`src/rtl/alu_pkg.sv`:
```
// Shared definitions for the 16-bit ALU: widths, operation codes and the issuer FSM state.
package alu_pkg;

  localparam int WIDTH  = 16;
  localparam int CODE_W = 5;
  localparam int CNT_W  = 4;

  // Arithmetic group: code[4:3] == 2'b00
  localparam logic [CODE_W-1:0] ALU_ADD_S = 5'b00000;
  localparam logic [CODE_W-1:0] ALU_ADD_U = 5'b00001;
  localparam logic [CODE_W-1:0] ALU_SUB_S = 5'b00010;
  localparam logic [CODE_W-1:0] ALU_SUB_U = 5'b00011;
  localparam logic [CODE_W-1:0] ALU_INC   = 5'b00100;
  localparam logic [CODE_W-1:0] ALU_DEC   = 5'b00101;
  localparam logic [CODE_W-1:0] ALU_AND   = 5'b01000;
  localparam logic [CODE_W-1:0] ALU_OR    = 5'b01001;
  localparam logic [CODE_W-1:0] ALU_XOR   = 5'b01010;
  localparam logic [CODE_W-1:0] ALU_NOT   = 5'b01100;
  localparam logic [CODE_W-1:0] ALU_SLL   = 5'b10000;
  localparam logic [CODE_W-1:0] ALU_SRL   = 5'b10001;
  localparam logic [CODE_W-1:0] ALU_SLA   = 5'b10010;
  localparam logic [CODE_W-1:0] ALU_SRA   = 5'b10011;
  localparam logic [CODE_W-1:0] ALU_LE    = 5'b11000;
  localparam logic [CODE_W-1:0] ALU_LT    = 5'b11001;
  localparam logic [CODE_W-1:0] ALU_GE    = 5'b11010;
  localparam logic [CODE_W-1:0] ALU_GT    = 5'b11011;
  localparam logic [CODE_W-1:0] ALU_EQ    = 5'b11100;
  localparam logic [CODE_W-1:0] ALU_NE    = 5'b11101;

  typedef enum logic [1:0] {
    ST_IDLE  = 2'd0,
    ST_DRIVE = 2'd1,
    ST_RESP  = 2'd2
  } issuer_state_e;

endpackage

```
`src/rtl/alu_code_decode.sv`:
```
// Combinational classifier for alu_code: flags defined operations and the arithmetic group.
module alu_code_decode
  import alu_pkg::*;
(
  input  logic [CODE_W-1:0] i_code,
  output logic              o_is_legal,
  output logic              o_is_arith
);

  always_comb begin
    o_is_legal = 1'b0;
    o_is_arith = (i_code[4:3] == 2'b00);
    case (i_code)
      ALU_ADD_S, ALU_ADD_U, ALU_SUB_S, ALU_SUB_U, ALU_INC, ALU_DEC,
      ALU_AND, ALU_OR, ALU_XOR, ALU_NOT,
      ALU_SLL, ALU_SRL, ALU_SLA, ALU_SRA,
      ALU_LE, ALU_LT, ALU_GE, ALU_GT, ALU_EQ, ALU_NE: o_is_legal = 1'b1;
      default:                                        o_is_legal = 1'b0;
    endcase
  end

endmodule

```
`src/rtl/alu_op_issuer.sv`:
```
// Issues one ALU operation at a time: drives A/B/code, waits a settle window, returns a tagged result.
// Optional macro ALU_ISSUER_OVF_STICKY_EN adds ovf_clr / ovf_sticky (sticky masked-overflow flag).
module alu_op_issuer #(
  parameter int WIDTH         = alu_pkg::WIDTH,
  parameter int CODE_W        = alu_pkg::CODE_W,
  parameter int TAG_W         = 4,
  parameter int SETTLE_CYCLES = 1
) (
  input  logic                   clk,
  input  logic                   rst_n,
  input  logic                   req_valid,
  output logic                   req_ready,
  input  logic [CODE_W-1:0]      req_code,
  input  logic [WIDTH-1:0]       req_a,
  input  logic [WIDTH-1:0]       req_b,
  input  logic [TAG_W-1:0]       req_tag,
  output logic [WIDTH-1:0]       alu_a,
  output logic [WIDTH-1:0]       alu_b,
  output logic [CODE_W-1:0]      alu_code,
  input  logic [WIDTH-1:0]       alu_c,
  input  logic                   alu_overflow,
  output logic                   rsp_valid,
  input  logic                   rsp_ready,
  output logic [WIDTH-1:0]       rsp_c,
  output logic                   rsp_overflow,
  output logic                   rsp_illegal,
  output logic [TAG_W-1:0]       rsp_tag,
  output logic                   busy,
`ifdef ALU_ISSUER_OVF_STICKY_EN
  input  logic                   ovf_clr,
  output logic                   ovf_sticky,
`endif
  output alu_pkg::issuer_state_e dbg_state
);
  import alu_pkg::*;

  // Handshakes: a transfer happens on a rising edge where valid && ready are both 1.
  // Once rsp_valid rises it stays high with rsp_* frozen until rsp_ready is seen.

  localparam logic [CNT_W-1:0] SETTLE_LOAD = CNT_W'(SETTLE_CYCLES - 1);

  issuer_state_e     r_state, w_state_nxt;
  logic [CNT_W-1:0]  r_cnt;
  logic [TAG_W-1:0]  r_tag;
  logic              r_arith;
  logic [WIDTH-1:0]  r_alu_a, r_alu_b;
  logic [CODE_W-1:0] r_alu_code;
  logic              r_rsp_valid, r_rsp_ovf, r_rsp_ill;
  logic [WIDTH-1:0]  r_rsp_c;
  logic [TAG_W-1:0]  r_rsp_tag;

  logic w_legal, w_arith;
  logic w_accept, w_capture, w_rsp_arm, w_rsp_done;

  alu_code_decode u_decode (
    .i_code     (req_code),
    .o_is_legal (w_legal),
    .o_is_arith (w_arith)
  );

  always_ff @(posedge clk or negedge rst_n) begin
    if (!rst_n) r_state <= ST_IDLE;
    else        r_state <= w_state_nxt;
  end

  // Illegal ops enter RESP with rsp_valid low for one cycle so that every
  // response, legal or not, appears no earlier than the edge after accept.
  always_comb begin
    w_state_nxt = r_state;
    w_accept    = 1'b0;
    w_capture   = 1'b0;
    w_rsp_arm   = 1'b0;
    w_rsp_done  = 1'b0;
    req_ready   = 1'b0;
    case (r_state)
      ST_IDLE: begin
        req_ready = 1'b1;
        if (req_valid) begin
          w_accept    = 1'b1;
          w_state_nxt = w_legal ? ST_DRIVE : ST_RESP;
        end
      end
      ST_DRIVE: begin
        if (r_cnt == '0) begin
          w_capture   = 1'b1;
          w_state_nxt = ST_RESP;
        end
      end
      ST_RESP: begin
        if (!r_rsp_valid) begin
          w_rsp_arm = 1'b1;
        end else if (rsp_ready) begin
          w_rsp_done  = 1'b1;
          w_state_nxt = ST_IDLE;
        end
      end
      default: w_state_nxt = ST_IDLE;
    endcase
  end

  always_ff @(posedge clk or negedge rst_n) begin
    if (!rst_n) begin
      r_cnt       <= '0;
      r_tag       <= '0;
      r_arith     <= 1'b0;
      r_alu_a     <= '0;
      r_alu_b     <= '0;
      r_alu_code  <= '0;
      r_rsp_valid <= 1'b0;
      r_rsp_c     <= '0;
      r_rsp_ovf   <= 1'b0;
      r_rsp_ill   <= 1'b0;
      r_rsp_tag   <= '0;
    end else begin
      if (w_accept) begin
        r_tag   <= req_tag;
        r_arith <= w_arith;
        if (w_legal) begin
          r_alu_a    <= req_a;
          r_alu_b    <= req_b;
          r_alu_code <= req_code;
          r_cnt      <= SETTLE_LOAD;
        end else begin
          r_rsp_c   <= '0;
          r_rsp_ovf <= 1'b0;
          r_rsp_ill <= 1'b1;
          r_rsp_tag <= req_tag;
        end
      end
      if ((r_state == ST_DRIVE) && !w_capture) begin
        r_cnt <= r_cnt - CNT_W'(1);
      end
      // Overflow only has meaning for the arithmetic group; mask it elsewhere.
      if (w_capture) begin
        r_rsp_valid <= 1'b1;
        r_rsp_c     <= alu_c;
        r_rsp_ovf   <= alu_overflow & r_arith;
        r_rsp_ill   <= 1'b0;
        r_rsp_tag   <= r_tag;
      end
      if (w_rsp_arm)  r_rsp_valid <= 1'b1;
      if (w_rsp_done) r_rsp_valid <= 1'b0;
    end
  end

`ifdef ALU_ISSUER_OVF_STICKY_EN
  logic r_ovf_sticky;

  always_ff @(posedge clk or negedge rst_n) begin
    if (!rst_n)                                   r_ovf_sticky <= 1'b0;
    else if (w_capture && alu_overflow && r_arith) r_ovf_sticky <= 1'b1;
    else if (ovf_clr)                             r_ovf_sticky <= 1'b0;
  end

  assign ovf_sticky = r_ovf_sticky;
`endif

  assign alu_a        = r_alu_a;
  assign alu_b        = r_alu_b;
  assign alu_code     = r_alu_code;
  assign rsp_valid    = r_rsp_valid;
  assign rsp_c        = r_rsp_c;
  assign rsp_overflow = r_rsp_ovf;
  assign rsp_illegal  = r_rsp_ill;
  assign rsp_tag      = r_rsp_tag;
  assign busy         = (r_state != ST_IDLE);
  assign dbg_state    = r_state;

endmodule

```
`config.mk`:
```
export PLATFORM = sky130hd
export DESIGN_NAME = alu_op_issuer
export DESIGN_NICKNAME = d
export VERILOG_FILES = /design/src/rtl/alu_pkg.sv /design/src/rtl/alu_code_decode.sv /design/src/rtl/alu_op_issuer.sv
export SDC_FILE = /design/constraint.sdc
export NUM_CORES = 1
export LEC_CHECK = 0
export ABC_AREA = 1
export CAP_MARGIN = 20
export CORE_ASPECT_RATIO = 0.8
export CORE_MARGIN = 1
export CORE_UTILIZATION = 25
export DETAILED_ROUTE_END_ITERATION = 8
export MAX_ROUTING_LAYER = met4
export PLACE_DENSITY = 0.57
export REMOVE_ABC_BUFFERS = 1
export SYNTH_ARGS = -nofsm -noshare
export SYNTH_HDL_FRONTEND = slang
export SYNTH_SLANG_ARGS = --single-unit
export TNS_END_PERCENT = 50
```
`constraint.sdc`:
```
create_clock -name clk -period 1.9 [get_ports clk]
set_input_delay 0.38 -clock clk [delete_from_list [all_inputs] [get_ports clk]]
set_output_delay 0.38 -clock clk [all_outputs]
set_load 0.005 [all_outputs]
```
==> results of run 1 <==
## kinds of logic after synthesis
family	share of synthesized area
adder cells (fa/ha/maj)	0.00845
AND/OR/NAND/NOR	0.327
AO/OA/AOI/OAI	0.0127
buffers and inverters	0.0490
flip-flops	0.600
XOR/XNOR	0.00296
## per-stage QoR
step / cell area (µm²) / instances
3_5_place_dp: 4430 / 613
5_1_grt: 4770 / 631
4_1_cts: 4770 / 630
2_1_floorplan: 2880 / 329
6_report: 4770 / 631
3_3_place_gp: 4430 / 613
## worst max-delay path, cell delays in order, from the launching register on
cell             delay, ns
dfrtp_2               0.44
nor2_4                0.15
clkdlybuf4s50_1       0.52
## cell usage after synthesis, drive strengths merged
| master | number | area [µm²] |
|---|---|---|
| o31ai | 1 | 7.51 |
| dfrtp | 71 | 1780 |
| a21oi | 1 | 5.00 |
| ha | 2 | 25.0 |
| inv | 14 | 57.6 |
| o21ai | 5 | 25.0 |
| nand2 | 186 | 706 |
| clkinv | 1 | 3.75 |
| nor2 | 5 | 33.8 |
| nand3 | 37 | 198 |
| buf | 13 | 83.8 |
| xnor2 | 1 | 8.76 |
| or2 | 1 | 6.26 |
| nand4 | 4 | 25.0 |
## routing by layer
| metal | wire [µm] | up-vias |
|---|---|---|
| li1 | - | 1336 |
| met1 | 3750 | 1217 |
| met2 | 3400 | 100 |
| met3 | 639 | 7 |
| met4 | 74 | 0 |
| met5 | 0 | - |
## sequential cells by signal, indices dropped and copies added (netlist names)
register,flops
alu_a,16
alu_b,16
alu_code,5
dbg_state,2
r_arith,1
r_cnt,4
r_tag,4
rsp_c,16
rsp_illegal,1
rsp_overflow,1
rsp_tag,4
rsp_valid,1
## report_power, final
part / leakage (µW) / internal (µW) / switching (µW) / total [µW]
clock: 0.000156 / 1190 / 645 / 1830
combinational: 0.00130 / 1670 / 1230 / 2910
sequential: 0.000898 / 2200 / 410 / 2610
## cell type report
type                            count  share of cell area
Sequential cell                    71               0.372
Timing Repair Buffer              138               0.290
Multi-Input combinational cell    243               0.218
Clock buffer                       11              0.0508
Tap cell                          148              0.0388
Clock inverter                      5              0.0170
Inverter                           15              0.0128
## what timing repair did
| item | CTS | global route |
|---|---|---|
| resized for setup | 0 | 1 |
| hold endpoints to repair | 10 | 0 |
| setup buffers | 0 | 1 |
| endpoints found under the setup margin | 0 | 2 |
| hold buffers | 1 | 0 |
## path summary, 6_finish.rpt
kind | end
max in group asynchronous | alu_code[1]$_DFFE_PN0P_
worst min-delay path | rsp_c[15]$_DFFE_PN0P_
worst max-delay path | req_ready
min in group clk | alu_b[12]$_DFFE_PN0P_
worst min register to register | alu_b[12]$_DFFE_PN0P_
worst max register to register | rsp_tag[2]$_DFFE_PN0P_
==> flow_metrics.py, run 1 <==
metrics = {
    "grt": {
        "first_global_vias": 2656,
        "grt.busiest_layer": "met2",
        "grt_max_degree": 41,
        "grt_overflow": 0,
        "grt_antenna_before_repair": 0,
        "grt_util_met2": 0.210,
        "gr-usage-met1": 0.182,
        "grt_pass1_wl_um": 12900,
        "gr-usage-all-layers": 0.141,
        "met3_usage": 0.0493,
    },
    "yosys": {
        "ys_seq_elements": 71,
        "ys_warn_count": 0,
        "synth_cells": 342,
        "syn_area_per_cell_um2": 8.66,
        "seq_area_frac_synth": 0.600,
        "synth_cell_type_count": 20,
        "syn_area_mm2": 0.00296,
    },
    "sta": {
        "hold_slack_ns": 0.444,
        "fin_crit_ns": 1.82,
        "clock.fmax_ghz": 0.550,
        "setup_viol": 0,
        "period_share": 0.957,
        "slew_headroom": 0.758,
        "hold_violations": 0,
        "fin_skew_ns": 0.00605,
        "finalMaxSlewViolations": 0,
        "rsz0062_at_grt": "false",
        "fin_ws_ns": 0.0819,
        "worst_pin_slew_ns": 0.363,
        "tns_ns": 0,
    },
    "floorplan": {
        "core_mm2": 0.0115,
        "die_area_mm2": 0.0123,
        "initial_utilization": 0.257,
        "die_h_um": 99.4,
        "num_rows": 35,
        "die_width_um": 124,
        "ios": 126,
    },
    "worst_setup_path": {
        "cp_max_fo": 4,
        "worstSetupStartpoint": "dbg_state[1]$_DFFE_PN0P_",
        "endpoint_kind": "primary output",
        "r2r_slack_ns": 0.22,
        "r2r-start": "r_cnt[0]$_DFFE_PN0P_",
        "path_class": "flop to primary output",
        "cp_data_required_time_ns": 1.52,
        "worst_ep_arrival_time_ns": 1.44,
        "startpoint_type": "flop",
        "reg2regPathDepth": 7,
    },
    "layout": {
        "diodes": 0,
        "final_util": 0.415,
        "nets": 542,
        "drive_above_1_share": 0.0745,
        "multi_input_comb_area_mm2": 0.00104,
        "final-seq-area_mm2": 0.00178,
        "area_growth_pct": 61.2,
        "final_cell_mix": "nand2_1 (185), clkdlybuf4s50_1 (124), dfrtp_1 (70)",
        "layout_commonest_cell": "nand2_1",
        "fill_cells": 1154,
    },
    "clock_network": {
        "htreeDepth": 3,
        "root_buffer": "clkbuf_16",
        "path_clk_slew_ns": 0.06,
        "cts_buffer_depth": 2,
        "cts_buffers": 9,
        "clock_sinks": 71,
        "cts_tree": "built",
        "insertion_delay_ns": 0.33,
    },
    "placement": {
        "pre_cts_ws_ns": 0.0336,
        "place_congestion": 0.742,
        "numPortBuffers": 125,
        "hpwl_um": 5480,
    },
    "detailed_routing": {
        "antenna_left": 0,
        "wl_per_cell_um": 12.5,
        "drt_first_pass_iters": 4,
        "drc": 0,
        "drt_iter0_drc": 85,
        "avgViaCountPerCell": 4.22,
        "num_vias": 2660,
        "drt-total-wl_um": 7860,
    },
    "status": {
        "status": "finished, final reports clean",
    },
    "worst_hold_path": {
        "hold_path.class": "primary input to asynchronous set/reset pin",
    },
    "job": {
        "max-cap-violations": 0,
    },
    "pwr": {
        "power_uw": 7350,
        "vdd_drop_max_uv": 532,
        "power_density_mw_per_mm2": 1540,
        "power.leakage_uw": 0.00236,
    },
}
Note: power is estimated with default switching activity, not from simulation.
==> run 2, diff against run 1 <==
- DONT_BUFFER_PORTS: unset -> 1
- PLACE_DENSITY: 0.57 -> 0.43
==> flow_metrics.py, run 2 (synthesis results as in run 1) <==
metrics = {
    "status": {
        "status": "finished with violations",
        "violations": "negative hold slack",
    },
    "detailed_routing": {
        "num_vias": 2199,
        "antenna_left": 0,
        "drt-total-wl_um": 7410,
        "drt_first_pass_iters": 4,
        "avgViaCountPerCell": 4.40,
        "wl_per_cell_um": 14.8,
        "drt_iter0_drc": 111,
        "drc": 0,
    },
    "layout": {
        "final_util": 0.296,
        "drive_above_1_share": 0.0852,
        "layout_commonest_cell": "nand2_1",
        "multi_input_comb_area_mm2": 0.00104,
        "nets": 411,
        "final-seq-area_mm2": 0.00178,
        "area_growth_pct": 15.2,
        "final_cell_mix": "nand2_1 (185), dfrtp_1 (71), nand3_1 (36)",
        "fill_cells": 1226,
        "diodes": 0,
    },
    "pwr": {
        "switching_share": 0.359,
        "pwr-share-seq": 0.480,
        "power_uw": 5800,
        "switchingPower_uw": 2080,
        "p_clk_frac": 0.283,
        "combPwrFrac": 0.237,
        "power_density_mw_per_mm2": 1700,
        "cell_internal_pwr_uw": 3720,
        "power.leakage_uw": 0.00182,
        "vdd_drop_max_uv": 670,
    },
    "floorplan": {
        "die_h_um": 99.4,
        "die_area_mm2": 0.0123,
        "die_width_um": 124,
        "num_rows": 35,
        "initial_utilization": 0.257,
        "ios": 126,
        "core_mm2": 0.0115,
    },
    "worst_setup_path": {
        "worstSetupStartpoint": "r_cnt[0]$_DFFE_PN0P_",
        "path_class": "flop to flop",
        "cp_cell_sequence": "inv_1, ha_1, nand3_1, buf_4, nand2_1, nand3_1, nand2_1",
        "worst_ep_arrival_time_ns": 1.88,
        "r2r_slack_ns": 0.29,
        "cp_data_required_time_ns": 2.17,
        "cp_max_fo": 12,
        "endpoint_kind": "flop",
        "cp_num_buf_inv": 2,
        "crit_family": "simple AND/OR/NAND/NOR gates",
        "r2r-start": "r_cnt[0]$_DFFE_PN0P_",
        "max_stage_delay_ns": 0.38,
        "startpoint_type": "flop",
        "cp_slowest_cell": "dfrtp_1",
    },
    "placement": {
        "hpwl_um": 5020,
        "numPortBuffers": 0,
        "pre_cts_ws_ns": 0.296,
        "place_congestion": 0.723,
    },
    "grt": {
        "gr-usage-met1": 0.162,
        "grt_max_degree": 72,
        "grt_antenna_before_repair": 0,
        "grt_util_met2": 0.185,
        "grt.busiest_layer": "met2",
        "met3_usage": 0.0705,
        "first_global_vias": 2258,
        "grt_overflow": 0,
        "grt_pass1_wl_um": 11600,
        "gr-usage-all-layers": 0.132,
    },
    "clock_network": {
        "htreeDepth": 3,
        "cts_tree": "built",
        "cts_buffer_depth": 2,
        "path_clk_slew_ns": 0.06,
        "cts_buffers": 9,
        "insertion_delay_ns": 0.33,
        "clock_sinks": 71,
        "root_buffer": "clkbuf_16",
    },
    "sta": {
        "finalMaxSlewViolations": 0,
        "rsz0062_at_grt": "false",
        "fin_crit_ns": 1.61,
        "fin_skew_ns": 0.00537,
        "period_share": 0.848,
        "clock.fmax_ghz": 0.621,
        "hold_violations": 71,
        "fin_ws_ns": 0.289,
        "slew_headroom": 0.766,
        "worst_pin_slew_ns": 0.351,
        "hold_slack_ns": -0.258,
        "setup_viol": 0,
    },
    "job": {
        "max-cap-violations": 0,
    },
    "worst_hold_path": {
        "hold_path.class": "primary input to asynchronous set/reset pin",
    },
}
[run 2: routing by layer]
layer | wire length, µm | share of wire
met3 | 921 | 0.12
met5 | 0 | 0
met1 | 3260 | 0.44
met2 | 3140 | 0.42
met4 | 99 | 0.013
[run 2: worst register-to-register path, delay by kind of cell, from the launching register on]
kind                     cells  cell delay [ns]
adder cells (fa/ha/maj)      1             0.27
buffers and inverters        2             0.38
flip-flops                   1             0.38
AND/OR/NAND/NOR              4             0.52
[run 2: worst paths after layout]
kind,end,cells after the start
max,rsp_tag[0]$_DFFE_PN0P_,7
min,rsp_c[3]$_DFFE_PN0P_,0
max reg2reg,rsp_tag[0]$_DFFE_PN0P_,7
min reg2reg,r_arith$_DFFE_PN0P_,2
max in group asynchronous,alu_a[5]$_DFFE_PN0P_,0
min in group clk,r_arith$_DFFE_PN0P_,1
[run 2: power groups by stage]
| stage | sequential (µW) | clock (µW) | combinational [µW] |
|---|---|---|---|
| 2_1_floorplan | 2630 | 0 | 1080 |
| 3_3_place_gp | 2820 | 0 | 1360 |
| 3_5_place_dp | 2790 | 0 | 1420 |
| 4_1_cts | 2800 | 1710 | 1400 |
| 5_1_grt | 2890 | 1770 | 1660 |
| 6_report | 2780 | 1640 | 1380 |
[run 2: per-stage QoR]
stage | setup TNS (ns) | instances | cell area, µm²
finish | 0 | 500 | 3410
global route | 0 | 500 | 3410
CTS | 0 | 500 | 3410
detailed placement | 0 | 484 | 3120
global placement | 0 | 484 | 3120
floorplan | -3.19 | 329 | 2880
[run 2: layout make-up]
cell class | count | share of cell area
Clock buffer | 12 | 0.0781
Clock inverter | 4 | 0.00844
Inverter | 15 | 0.0180
Multi-Input combinational cell | 243 | 0.305
Sequential cell | 71 | 0.521
Tap cell | 148 | 0.0543
Timing Repair Buffer | 7 | 0.0154
[run 2: what timing repair did]
action | 4_1_cts | 5_1_grt
buffers inserted | 0 | 0
hold endpoints to repair | 71 | 71
gates resized for setup | 0 | 0
